**config.mk**
```make
export PLATFORM = sky130hd
export DESIGN_NAME = uart_rx_frame
export DESIGN_NICKNAME = d
export VERILOG_FILES = /design/src/rtl/uart_rx_pkg.sv /design/src/rtl/uart_rx_frame_tick_cnt.sv /design/src/rtl/uart_rx_frame.sv
export SDC_FILE = /design/constraint.sdc
export NUM_CORES = 1
export LEC_CHECK = 0
export ABC_AREA = 1
export ABC_CLOCK_PERIOD_IN_PS = 1780
export BUFFER_PORTS_ARGS = -buffer_cell sky130_fd_sc_hd__buf_2
export CORE_MARGIN = 8
export CORE_UTILIZATION = 55
export DETAILED_ROUTE_END_ITERATION = 8
export PLACE_DENSITY = 0.85
export SLEW_MARGIN = 25
export SYNTH_ARGS = -nofsm -noshare
export SYNTH_HDL_FRONTEND = slang
export SYNTH_SLANG_ARGS = --single-unit
```
**constraint.sdc**
```tcl
create_clock -name clk -period 1.78 [get_ports clk]
set_clock_uncertainty 0.1 [all_clocks]
set_input_delay 0.356 -clock clk [delete_from_list [all_inputs] [get_ports clk]]
set_output_delay 0.356 -clock clk [all_outputs]
set_load 0.01 [all_outputs]
```
**src/rtl/uart_rx_pkg.sv**
```systemverilog
// Shared types and constants for the UART receive framing engine.
package uart_rx_pkg;

    typedef enum logic [2:0] {
        IDLE,
        START,
        DATA,
        PARITY,
        STOP,
        WAIT_HIGH
    } rx_state_e;

    localparam int DEF_OVERSAMPLE = 16;
    localparam int DEF_DATA_BITS  = 8;

    function automatic int mid_tick(input int oversample);
        return oversample / 2 - 1;
    endfunction

endpackage

```
**src/rtl/uart_rx_frame_tick_cnt.sv**
```systemverilog
// Oversample counter for one bit period: clears or advances only on baud ticks,
// and flags the mid-bit and last-tick positions.
module uart_rx_tick_cnt
    import uart_rx_pkg::*;
#(
    parameter int OVERSAMPLE = DEF_OVERSAMPLE
) (
    input  logic clk,
    input  logic rst_n,
    input  logic tick,
    input  logic clr,
    output logic mid,
    output logic last
);
    localparam int CW = $clog2(OVERSAMPLE);

    logic [CW-1:0] cnt_q, cnt_d;

    always_comb begin
        cnt_d = cnt_q;
        if (tick) begin
            cnt_d = clr ? '0 : cnt_q + CW'(1);
        end
    end

    always_ff @(posedge clk) begin
        if (!rst_n) begin
            cnt_q <= '0;
        end else begin
            cnt_q <= cnt_d;
        end
    end

    assign mid  = (cnt_q == CW'(mid_tick(OVERSAMPLE)));
    assign last = (cnt_q == CW'(OVERSAMPLE - 1));

endmodule

```
**src/rtl/uart_rx_frame.sv**
```systemverilog
// UART receive framing: start validation, LSB-first data shift, stop check.
// Optional even parity bit is enabled by defining UART_RX_PARITY_EN.
module uart_rx_frame
    import uart_rx_pkg::*;
#(
    parameter int DATA_BITS  = DEF_DATA_BITS,
    parameter int OVERSAMPLE = DEF_OVERSAMPLE
) (
    input  logic                 clk,
    input  logic                 rst_n,
    input  logic                 baud_tick,
    input  logic                 strt_bit,
    input  logic                 rx_in,
    output logic [DATA_BITS-1:0] rx_data,
    output logic                 rx_valid,
    output logic                 frame_err,
    output logic                 parity_err,
    output logic                 busy
);
    localparam int BW = $clog2(DATA_BITS);

    rx_state_e            state_q, state_d;
    logic [BW-1:0]        bit_cnt_q, bit_cnt_d;
    logic [DATA_BITS-1:0] shift_q, shift_d;
    logic [DATA_BITS-1:0] rx_data_q, rx_data_d;
    logic                 rx_valid_q, rx_valid_d;
    logic                 frame_err_q, frame_err_d;
    logic                 cnt_clr, tick_mid, tick_last;
    logic                 parity_ok;

`ifdef UART_RX_PARITY_EN
    localparam rx_state_e AFTER_DATA = PARITY;
    logic par_bit_q, par_bit_d;
    logic parity_err_q, parity_err_d;
    assign parity_ok  = ~^{shift_q, par_bit_q};
    assign parity_err = parity_err_q;
`else
    localparam rx_state_e AFTER_DATA = STOP;
    assign parity_ok  = 1'b1;
    assign parity_err = 1'b0;
`endif

    uart_rx_tick_cnt #(.OVERSAMPLE(OVERSAMPLE)) u_tick_cnt (
        .clk   (clk),
        .rst_n (rst_n),
        .tick  (baud_tick),
        .clr   (cnt_clr),
        .mid   (tick_mid),
        .last  (tick_last)
    );

    always_comb begin
        state_d     = state_q;
        bit_cnt_d   = bit_cnt_q;
        shift_d     = shift_q;
        rx_data_d   = rx_data_q;
        rx_valid_d  = 1'b0;
        frame_err_d = 1'b0;
        cnt_clr     = 1'b0;
`ifdef UART_RX_PARITY_EN
        par_bit_d    = par_bit_q;
        parity_err_d = 1'b0;
`endif
        if (baud_tick) begin
            case (state_q)
                IDLE: begin
                    cnt_clr = 1'b1;
                    if (strt_bit) state_d = START;
                end
                START: begin
                    if (tick_mid) begin
                        cnt_clr = 1'b1;
                        if (strt_bit) begin
                            bit_cnt_d = '0;
                            state_d   = DATA;
                        end else begin
                            state_d = IDLE;
                        end
                    end
                end
                DATA: begin
                    if (tick_last) begin
                        cnt_clr   = 1'b1;
                        shift_d   = {rx_in, shift_q[DATA_BITS-1:1]};
                        bit_cnt_d = bit_cnt_q + BW'(1);
                        if (bit_cnt_q == BW'(DATA_BITS - 1)) state_d = AFTER_DATA;
                    end
                end
`ifdef UART_RX_PARITY_EN
                PARITY: begin
                    if (tick_last) begin
                        cnt_clr   = 1'b1;
                        par_bit_d = rx_in;
                        state_d   = STOP;
                    end
                end
`endif
                STOP: begin
                    if (tick_last) begin
                        cnt_clr = 1'b1;
                        if (rx_in) begin
                            state_d = IDLE;
                            if (parity_ok) begin
                                rx_data_d  = shift_q;
                                rx_valid_d = 1'b1;
                            end
`ifdef UART_RX_PARITY_EN
                            if (!parity_ok) parity_err_d = 1'b1;
`endif
                        end else begin
                            frame_err_d = 1'b1;
                            state_d     = WAIT_HIGH;
                        end
                    end
                end
                // Line held low after a bad stop: wait for it to recover before re-arming.
                WAIT_HIGH: begin
                    cnt_clr = 1'b1;
                    if (rx_in) state_d = IDLE;
                end
                default: state_d = IDLE;
            endcase
        end
    end

    always_ff @(posedge clk) begin
        if (!rst_n) begin
            state_q     <= IDLE;
            bit_cnt_q   <= '0;
            shift_q     <= '0;
            rx_data_q   <= '0;
            rx_valid_q  <= 1'b0;
            frame_err_q <= 1'b0;
`ifdef UART_RX_PARITY_EN
            par_bit_q    <= 1'b0;
            parity_err_q <= 1'b0;
`endif
        end else begin
            state_q     <= state_d;
            bit_cnt_q   <= bit_cnt_d;
            shift_q     <= shift_d;
            rx_data_q   <= rx_data_d;
            rx_valid_q  <= rx_valid_d;
            frame_err_q <= frame_err_d;
`ifdef UART_RX_PARITY_EN
            par_bit_q    <= par_bit_d;
            parity_err_q <= parity_err_d;
`endif
        end
    end

    assign rx_data   = rx_data_q;
    assign rx_valid  = rx_valid_q;
    assign frame_err = frame_err_q;
    assign busy      = (state_q != IDLE);

endmodule

```
# Word-level counts from Yosys, hierarchy flattened
# Index checks and enable logic that the tools add are counted.
[op_classes]
addsub = 2
n_mux = 20
n_reduce_logical = 10
eq_ne = 14
[ops]
columns = ["cell", "count"]
rows = [
  ["two-way mux 3 bit", 10],
  ["one-hot mux 3 bit (5 select lines)", 1],
  ["inequality test 2 bit (second input constant)", 7],
  ["== test 3 bit (second input constant)", 3],
  ["AND reduction 4 bit", 2],
  ["AND reduction 7 bit", 1],
  ["one-hot mux 3 bit (2 select lines)", 1],
  ["two-way mux 1 bit", 5],
  ["AND reduction 5 bit", 1],
  ["adder 4 x 1 -> 4 bit (second input constant)", 1],
  ["== test 4 x 3 -> 1 bit (second input constant)", 1],
  ["== test 4 bit (second input constant)", 1],
  ["two-way mux 4 bit", 1],
  ["OR reduction 2 bit", 2],
  ["adder 3 x 1 -> 3 bit (second input constant)", 1],
  ["== test 3 x 1 -> 1 bit (second input constant)", 1],
  ["== test 3 x 2 -> 1 bit (second input constant)", 1],
  ["zero test 3 bit", 1],
  ["one-hot mux 1 bit (3 select lines)", 1],
  ["AND reduction 3 bit", 1],
  ["nonzero test 3 bit", 1],
  ["two-way mux 2 bit", 1],
  ["nonzero test 2 bit", 1],
]
[word_totals]
reg_bits = 28

# Logic depth before layout (Yosys ltp)
[logic_depth]
depth_word = 5
mapped_depth = 9
depth_no_buf = 9

# By module
# A second synthesis with hierarchy kept.
[unflattened]
cells_unflattened = 183
area_unflattened_um2 = 1352.5
[by_module_without_submodules]
columns = ["mod", "cells_each", "seq_area_each_um2", "area_each_um2", "instances"]
rows = [
  ["uart_rx_frame", 154, 480.5, 1157.4, 1],
  ["uart_rx_tick_cnt", 29, 80.1, 195.2, 1],
]

# Least setup slack after synthesis
# No wires, ideal clock.
[synth_path]
kind = "register -> register"
from = "register u_tick_cnt.cnt_q[0]"
to = "register shift_q[0]"
required_ps = 1564
stages_incl_launch_ff = 9
arrival_time_ps = 1173
setup_ps = 116
setup_slack_ps = 391
path_buffers = 0
cell_sequence = "dfxtp_1 > ha_1 > nand3_2 > nor2_4 > inv_2 > nor2_4 > inv_2 > nor2_1 > nor2_1"
[synth_via]
elab_chain_len = 2
[synth_rtl]
columns = ["item", "line", "rtl"]
rows = [
  ["from (decl)", "uart_rx_frame_tick_cnt.sv:17", "logic [CW-1:0] cnt_q, cnt_d;"],
  ["from (signal assigned)", "uart_rx_frame_tick_cnt.sv:30", "cnt_q <= cnt_d;"],
  ["== test 4 bit", "uart_rx_frame_tick_cnt.sv:35", "assign last = (cnt_q == CW'(OVERSAMPLE - 1));"],
  ["AND reduction 3 bit (no source line)", "-", ""],
  ["to (signal assigned)", "uart_rx_frame.sv:141", "shift_q <= shift_d;"],
  ["to (decl)", "uart_rx_frame.sv:24", "logic [DATA_BITS-1:0] shift_q, shift_d;"],
]
# No other way between the ends.
# A chain may end at the register's enable or synchronous reset.

# Final worst setup path
[layout_path]
from = "register state_q[0]"
to = "output busy"
[layout_via]
elab_chain_len = 1
[layout_rtl]
columns = ["item", "line", "rtl"]
rows = [
  ["from (decl)", "uart_rx_frame.sv:22", "rx_state_e state_q, state_d;"],
  ["from (signal assigned)", "uart_rx_frame.sv:139", "state_q <= state_d;"],
  ["nonzero test 3 bit", "uart_rx_frame.sv:155", "assign busy = (state_q != IDLE);"],
  ["to (decl)", "uart_rx_frame.sv:18", "output logic busy"],
]
# No other way between the ends.

==> impl_metrics.toml <==
[setup_path]
critPathBufInv = 1
crit_type = "reg -> out"
crit_slowest_cell = "dfxtp_1"
cp_top_family = "flip-flops"
cp.arrival_ns = 1.18
path_max_fanout = 7
crit_path_max_incr_delay_ns = 0.41
cp.required_ns = 1.32
path_cells = "nor2_2, nand2_2, buf_2"
critical_path.endpoint_type = "primary output"
ff2ff_setup_slack_ns = 0.15
start_kind = "flip-flop"

[power_and_ir_drop]
power_density_mw_per_mm2 = 1190
ir_worst_vdd_mv = 0.823
p_leak_nw = 0.674
internal_power_mw = 1.09
p_switching_mw = 0.616
sequentialPowerShare = 0.438
swShare = 0.361
combPwrFrac = 0.318
power_frac_clock = 0.245

[die]
rows = 17
coreArea_sq_mm = 0.00221
dieArea_sq_mm = 0.00415
start_util = 0.583
die_h_microns = 64.4
die_x_microns = 64.4
ios = 17

[clocking]
clock-root-buffer = "clkbuf_4"
clockBufferDepth = 2
cts_hold_buf = 0
clkLatencyLatePin_ns = 0.33
clkSlewWorstSetupHoldPaths_ns = 0.15
post-cts-setup-buffer-count = 0
cts_repair_resize_count = 0
numCtsBuffers = 3
htreeDepth = 1
clock-sinks = 28
cts_tree = "yes"

[sta]
tns_ns = 0
hold_viol = 0
min_period_over_period = 0.918
slew_violations = 0
max_freq_ghz = 0.612
rsz0062_at_grt = "no"
setup_viol = 0
fin_crit_ns = 1.63

[drt]
dr.pass1.iters = 4
avgViaCountPerCell = 5.39
wl_per_cell_microns = 12.2
first_iter_violations = 53
drtAntennaViolNets = 0
vias = 1175
drcViolationCount = 0
drt-total-wl_microns = 2660

[flow_run]
drv_cap = 0

[logic_synthesis]
synth_xor_area_frac = 0.0136
syn_area_per_cell_sq_um = 7.36
muxShareOfSynthArea = 0.00777
yosys-top-cells-area = "dfxtp_1, nor2_1, o21ai_0, nand2_1, nor2_4"
yosysWarnings = 0
synth_compound_area_frac = 0.0932
syn_nets = 183
synth_largest_area_cell = "dfxtp_1"
synth_top_family_by_area = "simple AND/OR/NAND/NOR gates"
synth_simple_gate_area_frac = 0.364
synth_cell_types = 25
yosysTopAreaCellShare = 0.435
synth_adder_area_share = 0.0291
synth_cells = 175
ys_ff_latch = 28
ys_seq_area_frac = 0.435
syn_area_sq_mm = 0.00129

[placed_design]
dpl.hpwl_microns = 1960
port_buffers = 15
placed_cell_area_sq_mm = 0.00138
gp_congestion = 0.829

[global_route]
groute.usage.overall = 0.135
grt_first_pass_wirelength_microns = 4660
grt_remaining_overflow = 0
antenna_found_initial = 0
grt_pass1_vias = 1097
grt_max_degree = 26

[final_layout]
stdcell_area_sq_mm = 0.00143
area_growth_pct = 11.1
antennaDiodeCount = 0
drive_above_1_share = 0.205
final_nets = 199

[min_path]
hp-class = "in -> reg"

[status]
status = "completed"
## kinds of logic (layout without fill, tap and decap cells)
family	count (synthesis)	after routing
adders and majority gates	3	3
buffers and inverters	17	32
and+or+nand+nor	99	99
muxes	1	1
other	1	1
AOI/OAI and AO/OA	24	24
DFF	28	28
xor gates and xnor gates	2	2
## flip-flops by register name (all words and copies together), names as in the netlist
register / count
u_tick_cnt.cnt_q: 4
frame_err: 1
bit_cnt_q: 3
rx_valid: 1
rx_data: 8
shift_q: 8
state_q: 3
## layer usage
layer	GRT usage	wire length (microns)
met1	0.149	1160
met2	0.234	1340
met3	0.0296	108
met4	0.0763	48
met5	0	0
## path summary, 6_finish.rpt
kind / from / to / cells after the start
worst min-delay path: rx_in / rx_valid / 3
worst max-delay path: state_q[0] / busy / 3
worst min register to register: rx_data[6] / rx_data[6] / 2
worst max register to register: u_tick_cnt.cnt_q[0] / shift_q[1] / 8
## tightest hold or removal path: cells and delay by family
kind / cells / cell delay, ns
and+or+nand+nor: 2 / 0.18
buffers and inverters: 1 / 0.12
## stage by stage
| step | utilization | cells | total power, mW | hold slack [ns] | setup slack, ns |
|---|---|---|---|---|---|
| 3_5_place_dp | 0.623 | 214 | 1.29 | 0.375 | 0.195 |
| 5_1_grt | 0.647 | 218 | 1.82 | 0.269 | 0.0116 |
| 3_3_place_gp | 0.623 | 214 | 1.26 | 0.358 | 0.312 |
| 6_report | 0.647 | 218 | 1.71 | 0.250 | 0.146 |
| 2_1_floorplan | - | 175 | 1.18 | 0.359 | 0.391 |
| 4_1_cts | 0.647 | 218 | 1.71 | 0.251 | 0.155 |
## area by class of cell
type | count | area, sq um
well taps | 28 | 35.0
flip-flops and latches | 28 | 561
multi-input cells | 130 | 658
clock buffers | 3 | 22.5
clock inverters | 1 | 30.0
repair buffers | 15 | 75.1
inverters | 13 | 50.0
fillers | 203 | 781
## cells in the mapped netlist, drive strengths merged
master  instances
ha              3
inv            12
a21oi           5
clkinv          1
conb            1
o21ai          19
nand3           8
mux2i           1
nand4           3
clkbuf          2
buf             2
nor2           54
nand2          29
nor3            1
xor2            2
dfxtp          28
or2             1
nand3b          3
## cells in the final DEF, fill, tap and decap left out
master | synthesis | final
conb_1 | 1 | 1
nor2_1 | 47 | 47
mux2i_1 | 1 | 1
o21ai_0 | 19 | 19
xor2_1 | 2 | 2
a21oi_1 | 5 | 5
nand3_2 | 1 | 1
or2_1 | 1 | 1
ha_1 | 3 | 3
clkbuf_4 | 0 | 3
nand2_2 | 4 | 4
nor2_4 | 4 | 4
nor3_1 | 1 | 1
nand3b_1 | 3 | 3
buf_2 | 1 | 15
nand3_1 | 6 | 6
dfxtp_1 | 28 | 28
clkinv_2 | 1 | 1
nand3_4 | 1 | 1
nand4_1 | 3 | 3
inv_1 | 6 | 6
inv_2 | 6 | 6
nand2_1 | 25 | 25
nor2_2 | 3 | 3
bufinv_16 | 0 | 1
## power groups by stage
stage | Clock [mW] | Combinational (mW) | Sequential, mW
6_report | 0.417 | 0.542 | 0.747
5_1_grt | 0.449 | 0.617 | 0.753
4_1_cts | 0.423 | 0.543 | 0.745
3_5_place_dp | 0 | 0.530 | 0.758
3_3_place_gp | 0 | 0.501 | 0.754
2_1_floorplan | 0 | 0.432 | 0.744
No activity file was read; power rests on OpenSTA's default activity.
